**src/rtl/pipeline_ctrl.sv**
```systemverilog
`default_nettype none
// +--------------------------------------------------------------------------+
// | pipeline_ctrl                                                            |
// | Stall/flush controller: load-use bubbles, taken-branch flushes and a     |
// | MEM-stage request/ack sequencer that freezes the pipeline per access.    |
// | Revision: 1.0                                                            |
// +--------------------------------------------------------------------------+
module pipeline_ctrl #(
  parameter int TIMEOUT = 64,
  parameter int CNT_W   = 32
) (
  input  logic             clk_i,
  input  logic             start_i,
  input  logic [4:0]       IFID_RS1addr_i,
  input  logic [4:0]       IFID_RS2addr_i,
  input  logic             IDEX_MemRead_i,
  input  logic [4:0]       IDEX_RDaddr_i,
  input  logic             Branch_taken_i,
  input  logic             EXMEM_MemRead_i,
  input  logic             EXMEM_MemWrite_i,
  input  logic             mem_ack_i,
  output logic             PCWrite_o,
  output logic             IFIDWrite_o,
  output logic             IFIDFlush_o,
  output logic             IDEXBubble_o,
  output logic             PipeStall_o,
  output logic             mem_req_o,
  output logic             err_o,
  output logic [CNT_W-1:0] stall_cnt_o,
  output logic [CNT_W-1:0] flush_cnt_o
);

  typedef enum logic [0:0] {
    S_RUN  = 1'b0,
    S_WAIT = 1'b1
  } state_e;

  localparam logic [7:0]       TMO_LAST = 8'(TIMEOUT - 1);
  localparam logic [CNT_W-1:0] CNT_MAX  = {CNT_W{1'b1}};

  state_e           state_q, state_d;
  logic [7:0]       timer_q, timer_d;
  logic             err_q, err_d;
  logic [CNT_W-1:0] stall_cnt_q, stall_cnt_d;
  logic [CNT_W-1:0] flush_cnt_q, flush_cnt_d;

  logic w_acc;
  logic w_lu;
  logic w_ack;
  logic w_tmo;
  logic w_stall;
  logic w_req;
  logic w_bubble;
  logic w_flush;
  logic w_advance;

  assign w_acc = EXMEM_MemRead_i | EXMEM_MemWrite_i;
  assign w_lu  = IDEX_MemRead_i && (IDEX_RDaddr_i != 5'd0) &&
                 ((IDEX_RDaddr_i == IFID_RS1addr_i) || (IDEX_RDaddr_i == IFID_RS2addr_i));

  // Memory access sequencer; an ack in the last WAIT cycle wins over timeout.
  always_comb begin
    state_d = state_q;
    timer_d = timer_q;
    err_d   = err_q;
    w_req   = 1'b0;
    w_stall = 1'b0;
    w_ack   = 1'b0;
    w_tmo   = 1'b0;
    case (state_q)
      S_RUN: begin
        w_req   = w_acc;
        w_stall = w_acc;
        if (w_acc) begin
          state_d = S_WAIT;
          timer_d = 8'd0;
        end
      end
      S_WAIT: begin
        w_req   = 1'b1;
        w_ack   = mem_ack_i;
        w_tmo   = !mem_ack_i && (timer_q == TMO_LAST);
        w_stall = !(w_ack || w_tmo);
        if (w_ack || w_tmo) begin
          state_d = S_RUN;
        end else begin
          timer_d = timer_q + 8'd1;
        end
        if (w_tmo) begin
          err_d = 1'b1;
        end
      end
      default: begin
        state_d = S_RUN;
      end
    endcase
  end

  // A frozen ID stage defers both hazards; they are seen again on release.
  always_comb begin
    w_bubble  = 1'b0;
    w_flush   = 1'b0;
    w_advance = 1'b0;
    if (!w_stall) begin
      if (w_lu) begin
        w_bubble = 1'b1;
      end else begin
        w_advance = 1'b1;
        w_flush   = Branch_taken_i;
      end
    end
  end

  always_comb begin
    stall_cnt_d = stall_cnt_q;
    flush_cnt_d = flush_cnt_q;
    if ((w_stall || w_bubble) && (stall_cnt_q != CNT_MAX)) begin
      stall_cnt_d = stall_cnt_q + {{(CNT_W-1){1'b0}}, 1'b1};
    end
    if (w_flush && (flush_cnt_q != CNT_MAX)) begin
      flush_cnt_d = flush_cnt_q + {{(CNT_W-1){1'b0}}, 1'b1};
    end
  end

  always_ff @(posedge clk_i or negedge start_i) begin
    if (!start_i) begin
      state_q     <= S_RUN;
      timer_q     <= 8'd0;
      err_q       <= 1'b0;
      stall_cnt_q <= '0;
      flush_cnt_q <= '0;
    end else begin
      state_q     <= state_d;
      timer_q     <= timer_d;
      err_q       <= err_d;
      stall_cnt_q <= stall_cnt_d;
      flush_cnt_q <= flush_cnt_d;
    end
  end

  assign PCWrite_o    = w_advance;
  assign IFIDWrite_o  = w_advance;
  assign IFIDFlush_o  = w_flush;
  assign IDEXBubble_o = w_bubble;
  assign PipeStall_o  = w_stall;
  assign mem_req_o    = w_req;
  assign err_o        = err_q;
  assign stall_cnt_o  = stall_cnt_q;
  assign flush_cnt_o  = flush_cnt_q;

endmodule
`default_nettype wire

```
**config.mk**
```make
export PLATFORM = sky130hd
export DESIGN_NAME = pipeline_ctrl
export DESIGN_NICKNAME = d
export VERILOG_FILES = /design/src/rtl/pipeline_ctrl.sv
export SDC_FILE = /design/constraint.sdc
export NUM_CORES = 1
export LEC_CHECK = 0
export BUFFER_PORTS_ARGS = -buffer_cell sky130_fd_sc_hd__clkbuf_2
export CAP_MARGIN = 20
export CORE_MARGIN = 10
export CORE_UTILIZATION = 40
export DETAILED_ROUTE_END_ITERATION = 10
export GPL_TIMING_DRIVEN = 0
export PLACE_DENSITY = 0.76
export SKIP_LAST_GASP = 1
export SLEW_MARGIN = 20
export SYNTH_ARGS = -nofsm -noshare
export SYNTH_HDL_FRONTEND = slang
export SYNTH_SLANG_ARGS = --single-unit
```
**constraint.sdc**
```tcl
create_clock -name clk_i -period 2.1 [get_ports clk_i]
set_input_delay 0.42 -clock clk_i [delete_from_list [all_inputs] [get_ports clk_i]]
set_output_delay 0.42 -clock clk_i [all_outputs]
set_load 0.01 [all_outputs]
```
Word-level counts from Yosys, hierarchy flattened
Index checks and enable logic that the tools add are counted.

Bits in registers: 74. Input port bits: 22. Output and inout port bits: 71. Word-level logic and storage cells: 44.

$add $sub $neg: 3. Equality and inequality tests: 7. Muxes and demuxes: 14. Bitwise gates (word level): 2. Reduce and logical (&&, ||, !) cells: 13.

Operator list (number): 32-bit by 1-bit adder with 32-bit output, second input constant (2); 32-bit != test, second input constant (2); 8-bit 2-to-1 mux (2); 8-bit one-hot mux with 2 select lines (1); 5-bit equality test (2); 8-bit by 1-bit adder with 8-bit output, second input constant (1); 8-bit by 6-bit equality test with 1-bit output, second input constant (1); 1-bit 2-to-1 mux (8); 1-bit one-hot mux with 2 select lines (3); 1-bit logical AND (5); 5-bit nonzero test (1); 2-bit != test, second input constant (2); 2-bit AND reduction (2); 1-bit logical OR (3); 1-bit logical NOT (2); 1-bit inverter (1); 1-bit OR (1).

Logic depth before layout (Yosys ltp)
Gate-level depths: netlist of the first run.

Word-level depth: 8. Gate-level depth with buffers: 10. Depth with buffers taken out: 8.

Least setup slack after synthesis of the first run
No wires, ideal clock.

Path kind: register -> output. Start: register timer_q[0]. End: output port PCWrite_o. Arrival: 1.970 ns. Required time: 1.680 ns. Slack: -0.290 ns. Stages on the path, launching flop included: 10. Buffers on the path: 3. Cell sequence: dfrtp_1 > ha_1 > nand3_2 > o41ai_4 > a21oi_2 > a21o_1 > buf_6 > inv_1 > buf_2 > buf_4.

Word-level cells in the longest chain between the ends: 6.

RTL lines: from (decl) (RTL line 42) `logic [7:0] timer_q, timer_d;`; from (signal assigned) (RTL line 134) `timer_q <= timer_d;`; 8-bit by 6-bit equality test with 1-bit output (RTL line 82) `w_tmo = !mem_ack_i && (timer_q == TMO_LAST);`; 1-bit logical AND (RTL line 82); 1-bit logical OR (RTL line 83) `w_stall = !(w_ack || w_tmo);`; 1-bit logical NOT (RTL line 83); 1-bit one-hot mux with 2 select lines (RTL line 70) `case (state_q)`; named net PipeStall_o (RTL line 26) `output logic PipeStall_o,`; 1-bit 2-to-1 mux (RTL line 104) `if (!w_stall) begin`; to (decl) (RTL line 22) `output logic PCWrite_o,`.

The timed path passes the listed nets, and every way through them passes these cells.

Worst setup path in the final report of the first run
Start: register timer_q[1]. End: output port IFIDFlush_o.

Word-level cells in the longest chain between the ends: 6.

RTL lines: 8-bit by 6-bit equality test with 1-bit output (RTL line 82); 1-bit logical AND (RTL line 82); 1-bit logical OR (RTL line 83); 1-bit logical NOT (RTL line 83); 1-bit one-hot mux with 2 select lines (RTL line 70); 1-bit 2-to-1 mux (RTL line 104); to (decl) (RTL line 24) `output logic IFIDFlush_o,`.

No other way between the ends.

==> results of run 1 <==
## how the worst max path moves through the flow
| stage | from | to | slack [ps] | cells after the start |
|---|---|---|---|---|
| final | timer_q[1] | IFIDFlush_o | -330 | 9 |
| after global routing | timer_q[1] | PCWrite_o | -440 | 10 |
| after CTS | timer_q[0] | PCWrite_o | -430 | 10 |
| after detailed placement | IDEX_RDaddr_i[1] | PCWrite_o | -440 | 9 |
| after global placement | IDEX_RDaddr_i[1] | PCWrite_o | -440 | 9 |
| after floorplan | stall_cnt_o[26] | stall_cnt_o[1] | -160 | 7 |
## area by class of cell
type	instances	area share (%)
clock inverters	5	0.521
well taps	129	2.69
clock buffers	10	2.29
multi-input cells	284	42.1
inverters	11	0.730
repair buffers	161	18.7
flip-flops and latches	74	30.9
plain buffers	10	2.11
## worst register-to-register path, delay by kind of cell (launching register included)
kind,cells,cell delay (ps)
and+or+nand+nor,2,620
DFF,1,410
AOI/OAI and AO/OA,3,530
xor gates and xnor gates,1,150
buffers and inverters,3,400
adders and majority gates,1,170
## flip-flops by register name, indices dropped and copies added, names as in the netlist
signal       count
err_o            1
timer_q          8
flush_cnt_o     32
stall_cnt_o     32
state_q          1
## timing repair
action / 4_1_cts / 5_1_grt
gates resized for setup: 84 / 61
endpoints found under the setup margin: 68 / 70
hold buffers: 0 / 0
pin swaps: 56 / 41
setup buffers: 34 / 34
cloned: 4 / 0
## kinds of logic (layout without fill, tap and decap cells)
| group | count (synthesis) | after routing | share of synthesized area [%] |
|---|---|---|---|
| simple gates | 189 | 189 | 27.1 |
| xor+xnor | 78 | 78 | 17.6 |
| flops | 74 | 74 | 47.7 |
| buf+inv | 23 | 197 | 3.19 |
| compound gates | 11 | 11 | 2.67 |
| fa+ha+maj | 3 | 3 | 0.966 |
| mux | 3 | 3 | 0.837 |
## routing by layer
layer / global-route usage, % / share of wire [%] / up-vias
met5: 0 / 0 / -
met4: 6.49 / 2.2 / 0
met3: 4.76 / 6.2 / 22
met2: 27.3 / 53 / 138
met1: 19.4 / 39 / 1884
li1: - / - / 1696
## cells in the final DEF (no fill, tap or decap), drive strengths merged
cell type,n
a22o,2
o21a,2
nand4,26
o41ai,1
o22ai,1
nand2,30
or3b,1
nand2b,1
or3,3
clkinvlp,1
mux2,2
a211oi,1
or4b,1
and2,1
inv,11
nor4b,3
dfrtp,74
mux2i,1
clkbuf,100
nor4,16
and3,15
nand4b,3
ha,3
clkinv,4
buf,81
xnor2,57
and4,2
xor2,21
or4,3
and4bb,1
a21o,1
nor2,29
nor3b,1
nand3,44
a21oi,2
a31o,1
nor3,9
## power by group
part	leakage, nW	total [mW]	internal [mW]	switching (mW)
clock	0.0879	0.990	0.451	0.540
sequential	0.979	1.74	1.56	0.179
combinational	1.73	1.02	0.525	0.497
total	2.80	3.75	2.53	1.22
## through the flow
stage / cell area, um^2 / instances
after detailed placement: 4590 / 603
after global placement: 4570 / 602
after global routing: 6000 / 684
after floorplan: 3950 / 381
after CTS: 5550 / 656
final: 6000 / 684
==> impl_metrics.tcl, run 1 <==
set metrics [dict create \
    timing.hold.ws_ps 35.9 \
    yosysTopAreaCell "dfrtp_1" \
    io_buffers 92 \
    area_delta_synth_final_pct 54.5 \
    report.final.hold_viol_count 0 \
    overflow 0 \
    power_density_nw_per_um2 625 \
    async_reset_ff_share_pct 100 \
    tightest_slew_ps 582 \
    ant_nets 0 \
    synth_warnings 0 \
    multi_input_area_um2 2520 \
    drt-vias-per-instance 5.47 \
    setup_viol 50 \
    yosys-top-cells-count "dfrtp_1 (74), xnor2_1 (57), nand3_1 (43)" \
    ys_seq_area_share_pct 47.7 \
    core_um2 9330 \
    antenna_cells 0 \
    leakage_nw 2.80 \
    die_y_um 119 \
    syn_area_um2 3880 \
    crit_chain "ha_4 -> nand3_4 -> o41ai_4 -> a21oi_2 -> a21o_1 -> buf_6 -> clkbuf_16 -> nor2_4 -> buf_6" \
    relSlewSlack_pct 61.2 \
    synth_edf_count 0 \
    dp_hpwl_mm 7.59 \
    power_mw 3.75 \
    period_minus_slack_ps 2430 \
    r2r_start "timer_q[1]" \
    post-place-ws_ps -443 \
    synth_cells 381 \
    synth_top_area_share_pct 47.7 \
    cts_made_buffers 9 \
    wl_per_cell_um 18.6 \
    h-tree-depth 3 \
    status "finished, violations left" \
    die_x_um 119 \
    cp-start-kind "flop" \
    reg2regPathDepth 10 \
    cpPeakStageDelay_ps 410 \
    fp.dieArea_um2 14100 \
    timing.fmax_ghz 0.412 \
    finClkSkew_ps 11.8 \
    cap_violations 0 \
    cp_data_arrival_time_ps 2010 \
    final_max_slew_viol_count 0 \
    drt_first_pass_iters 4 \
    required_ps 1680 \
    cts_tree "built" \
    critical-path-top-delay-family "compound AO/OA/AOI/OAI gates" \
    rsz0062_at_grt "true" \
    drtIter0Drc 268 \
    vias 3740 \
    fin_crit_sh_pct 116 \
    start_util_pct 41.6 \
    drc 0 \
    crit_slowest_cell "dfrtp_1" \
    hp-class "input port to async pin" \
    violations "negative setup slack" \
    synth_cell_types 46 \
    gp_congestion 0.816 \
    critPathBufInv 3 \
    reg2reg_slack_ps -290 \
    crit_top_cell "buf_6" \
    r2r_end "flush_cnt_o[25]" \
    critPathCaptureType "primary output" \
    cts.sinks 74 \
    ir_drop_mv 0.467 \
    grt_pass1_vias 3769 \
    syn-num-nets 406 \
    num_io_pins 93 \
    yosys-top-cells-area "dfrtp_1 (48%), xnor2_1 (13%), nand3_1 (5.5%)" \
    seqCellArea_um2 1850 \
    cts-root-buf "clkbuf_8" \
    synth-seq-cells 74 \
    clockBufferDepth 2 \
    cp_max_fo 4 \
    rows 35 \
    path_class "flop to primary output" \
    wirelength_mm 12.7 \
    grt_first_pass_wirelength_mm 19.1 \
    fillers 696 \
    grt_use_total_pct 16.4 \
    fin_nets 576 \
    synth-main-ff-cell "dfrtp_1" \
    grt_max_degree 44 \
    syn_avg_cell_area_um2 10.2 \
    antenna_found_initial 0 \
    clk_latency_ps 350 \
    synth_most_common_cell "dfrtp_1" \
    timing.final.ws_setup_ps -330 \
    final_util_pct 64.3 \
    drive_gt1_share_pct 47.0 \
    fin_tns_setup_ps -6610 \
    cts.reportedPaths.clkPinSlew_ps 80 \
]
No activity file was read; power rests on OpenSTA's default activity.
==> inputs of run 2 (changes only) <==
--- a/config.mk
+++ b/config.mk
@@ -12,8 +12,8 @@
 export DETAILED_ROUTE_END_ITERATION = 10
 export GPL_TIMING_DRIVEN = 0
 export PLACE_DENSITY = 0.76
+export RECOVER_POWER = 100
 export SKIP_LAST_GASP = 1
-export SLEW_MARGIN = 20
 export SYNTH_ARGS = -nofsm -noshare
 export SYNTH_HDL_FRONTEND = slang
 export SYNTH_SLANG_ARGS = --single-unit
==> run 2 against run 1 <==
The run ends with max-capacitance violations, max-slew violations, negative setup slack left. Combinational power about the same. Fmax rose by 0.36%. Non-clock buffer count unchanged. Final cell count unchanged. Via count shrank 0.56%. First-iteration DRC count is 10% higher. Die area is the same. Clock power about the same. Routed wire length is 0.10% higher. Critical path depth up 1. Critical endpoint is now PCWrite_o.
==> impl_metrics.tcl, run 2 (same netlist as run 1, synthesis figures left out) <==
set metrics [dict create \
    fin_cells 684 \
    final_max_slew_viol_count 33 \
    fin_crit_sh_pct 115 \
    wl_per_cell_um 18.6 \
    placed_cells 603 \
    tightest_slew_ps 1690 \
    timing.hold.ws_ps 406 \
    fin_tns_setup_ps -6390 \
    timing.final.ws_setup_ps -321 \
    antenna_cells 0 \
    crit_start "timer_q[1]" \
    cts-root-buf "clkbuf_8" \
    crit_chain "ha_4 -> nand3_4 -> o41ai_4 -> a21oi_2 -> a21o_1 -> buf_6 -> inv_4 -> buf_6 -> buf_6 -> buf_8" \
    drtIter0Drc 296 \
    report.final.hold_viol_count 0 \
    grt_util_met3_pct 4.76 \
    die_y_um 119 \
    gp_congestion 0.816 \
    leakage_nw 2.65 \
    finClkSkew_ps 10.7 \
    crit_top_cell "buf_6" \
    vias 3719 \
    dpl_cell_area_um2 4590 \
    io_buffers 92 \
    grt.busiest_layer "met2" \
    antenna_found_initial 0 \
    grt_use_total_pct 16.4 \
    status "finished, violations left" \
    hp-class "input port to flop" \
    whs_path_depth 4 \
    drt_first_pass_iters 4 \
    reg2reg_slack_ps -280 \
    grt_pass1_vias 3769 \
    crit_slowest_cell "dfrtp_1" \
    cp_max_fo 4 \
    crit_path_end "PCWrite_o" \
    cts_tree "built" \
    drive_gt1_share_pct 38.9 \
    grtUsageMet1_pct 19.4 \
    r2r_end "flush_cnt_o[25]" \
    clockBufferDepth 2 \
    cap_violations 1 \
    overflow 0 \
    core_um2 9330 \
    drt-vias-per-instance 5.44 \
    cts.reportedPaths.clkPinSlew_ps 80 \
    grt_max_degree 44 \
    rows 35 \
    required_ps 1680 \
    final_common_cell "dfrtp_1" \
    fp.dieArea_um2 14100 \
    violations "max-capacitance violations, max-slew violations, negative setup slack" \
    r2r_start "timer_q[1]" \
    setup_viol 51 \
    relSlewSlack_pct -12.6 \
    period_minus_slack_ps 2420 \
    cp-start-kind "flop" \
    die_x_um 119 \
    ant_nets 0 \
    area_delta_synth_final_pct 52.7 \
    dp_hpwl_mm 7.59 \
    h-tree-depth 3 \
    final_cell_area_um2 5930 \
    clk_latency_ps 350 \
    mostFrequentLayoutCells "dfrtp_1 (73), buf_4 (58), xnor2_1 (49)" \
    fin_nets 576 \
    post-place-ws_ps -443 \
    critPathCaptureType "primary output" \
    start_util_pct 41.6 \
    met2_usage_pct 27.3 \
    cp_data_arrival_time_ps 2000 \
    grt_first_pass_wirelength_mm 19.1 \
    cpPeakStageDelay_ps 410 \
    timing.fmax_ghz 0.413 \
    path_class "flop to primary output" \
    cts_made_buffers 9 \
    fillers 718 \
    reg2regPathDepth 10 \
    ir_drop_mv 0.454 \
    rsz0062_at_grt "true" \
    power_density_nw_per_um2 628 \
    wirelength_mm 12.7 \
    drc 0 \
    cts.sinks 74 \
    num_io_pins 93 \
]
[run 2: cell type report]
cell class,count,area [um^2],share of cell area [%]
Buffer,10,126,2.13
Timing Repair Buffer,161,1050,17.7
Tap cell,129,161,2.72
Clock buffer,10,138,2.32
Clock inverter,5,31.3,0.527
Sequential cell,74,1850,31.2
Inverter,11,43.8,0.738
Multi-Input combinational cell,284,2520,42.6
[run 2: worst max-delay path, delay by kind of cell (launching register included)]
| family | cells | cell delay [ps] |
|---|---|---|
| AOI/OAI and AO/OA | 3 | 520 |
| DFF | 1 | 410 |
| adders and majority gates | 1 | 170 |
| buffers and inverters | 5 | 480 |
| and+or+nand+nor | 1 | 70 |
[run 2: routing by layer]
layer,share of wire (%),wire length (um)
met4,2.2,285
met1,40,5060
met2,52,6670
met5,0,0
met3,5.6,715
[run 2: metrics by stage]
stage          utilization, %  power, mW
2_1_floorplan               -       2.15
3_3_place_gp             49.0       2.43
3_5_place_dp             49.2       2.47
4_1_cts                  59.5       3.65
5_1_grt                  63.6       3.92
6_report                 63.6       3.72
[run 2: where the power goes]
part           total (mW)  switching (mW)  internal, mW
combinational       0.996           0.496         0.499
clock               0.993           0.542         0.450
sequential           1.73           0.177          1.56
[run 2: timing repair]
item / 4_1_cts / 5_1_grt
pin swaps: 56 / 41
hold buffers: 0 / 0
gates resized for setup: 84 / 61
buffers inserted: 34 / 34
gates cloned: 4 / 0
endpoints found under the setup margin: 68 / 70
hold endpoints to repair: 0 / 0
[run 2: worst min path at each step]
stage / startpoint / endpoint
after floorplan: start_i / err_o
after global placement: err_o / err_o
after detailed placement: start_i / flush_cnt_o[15]
after CTS: start_i / flush_cnt_o[15]
after global routing: mem_ack_i / timer_q[2]
final: mem_ack_i / timer_q[2]
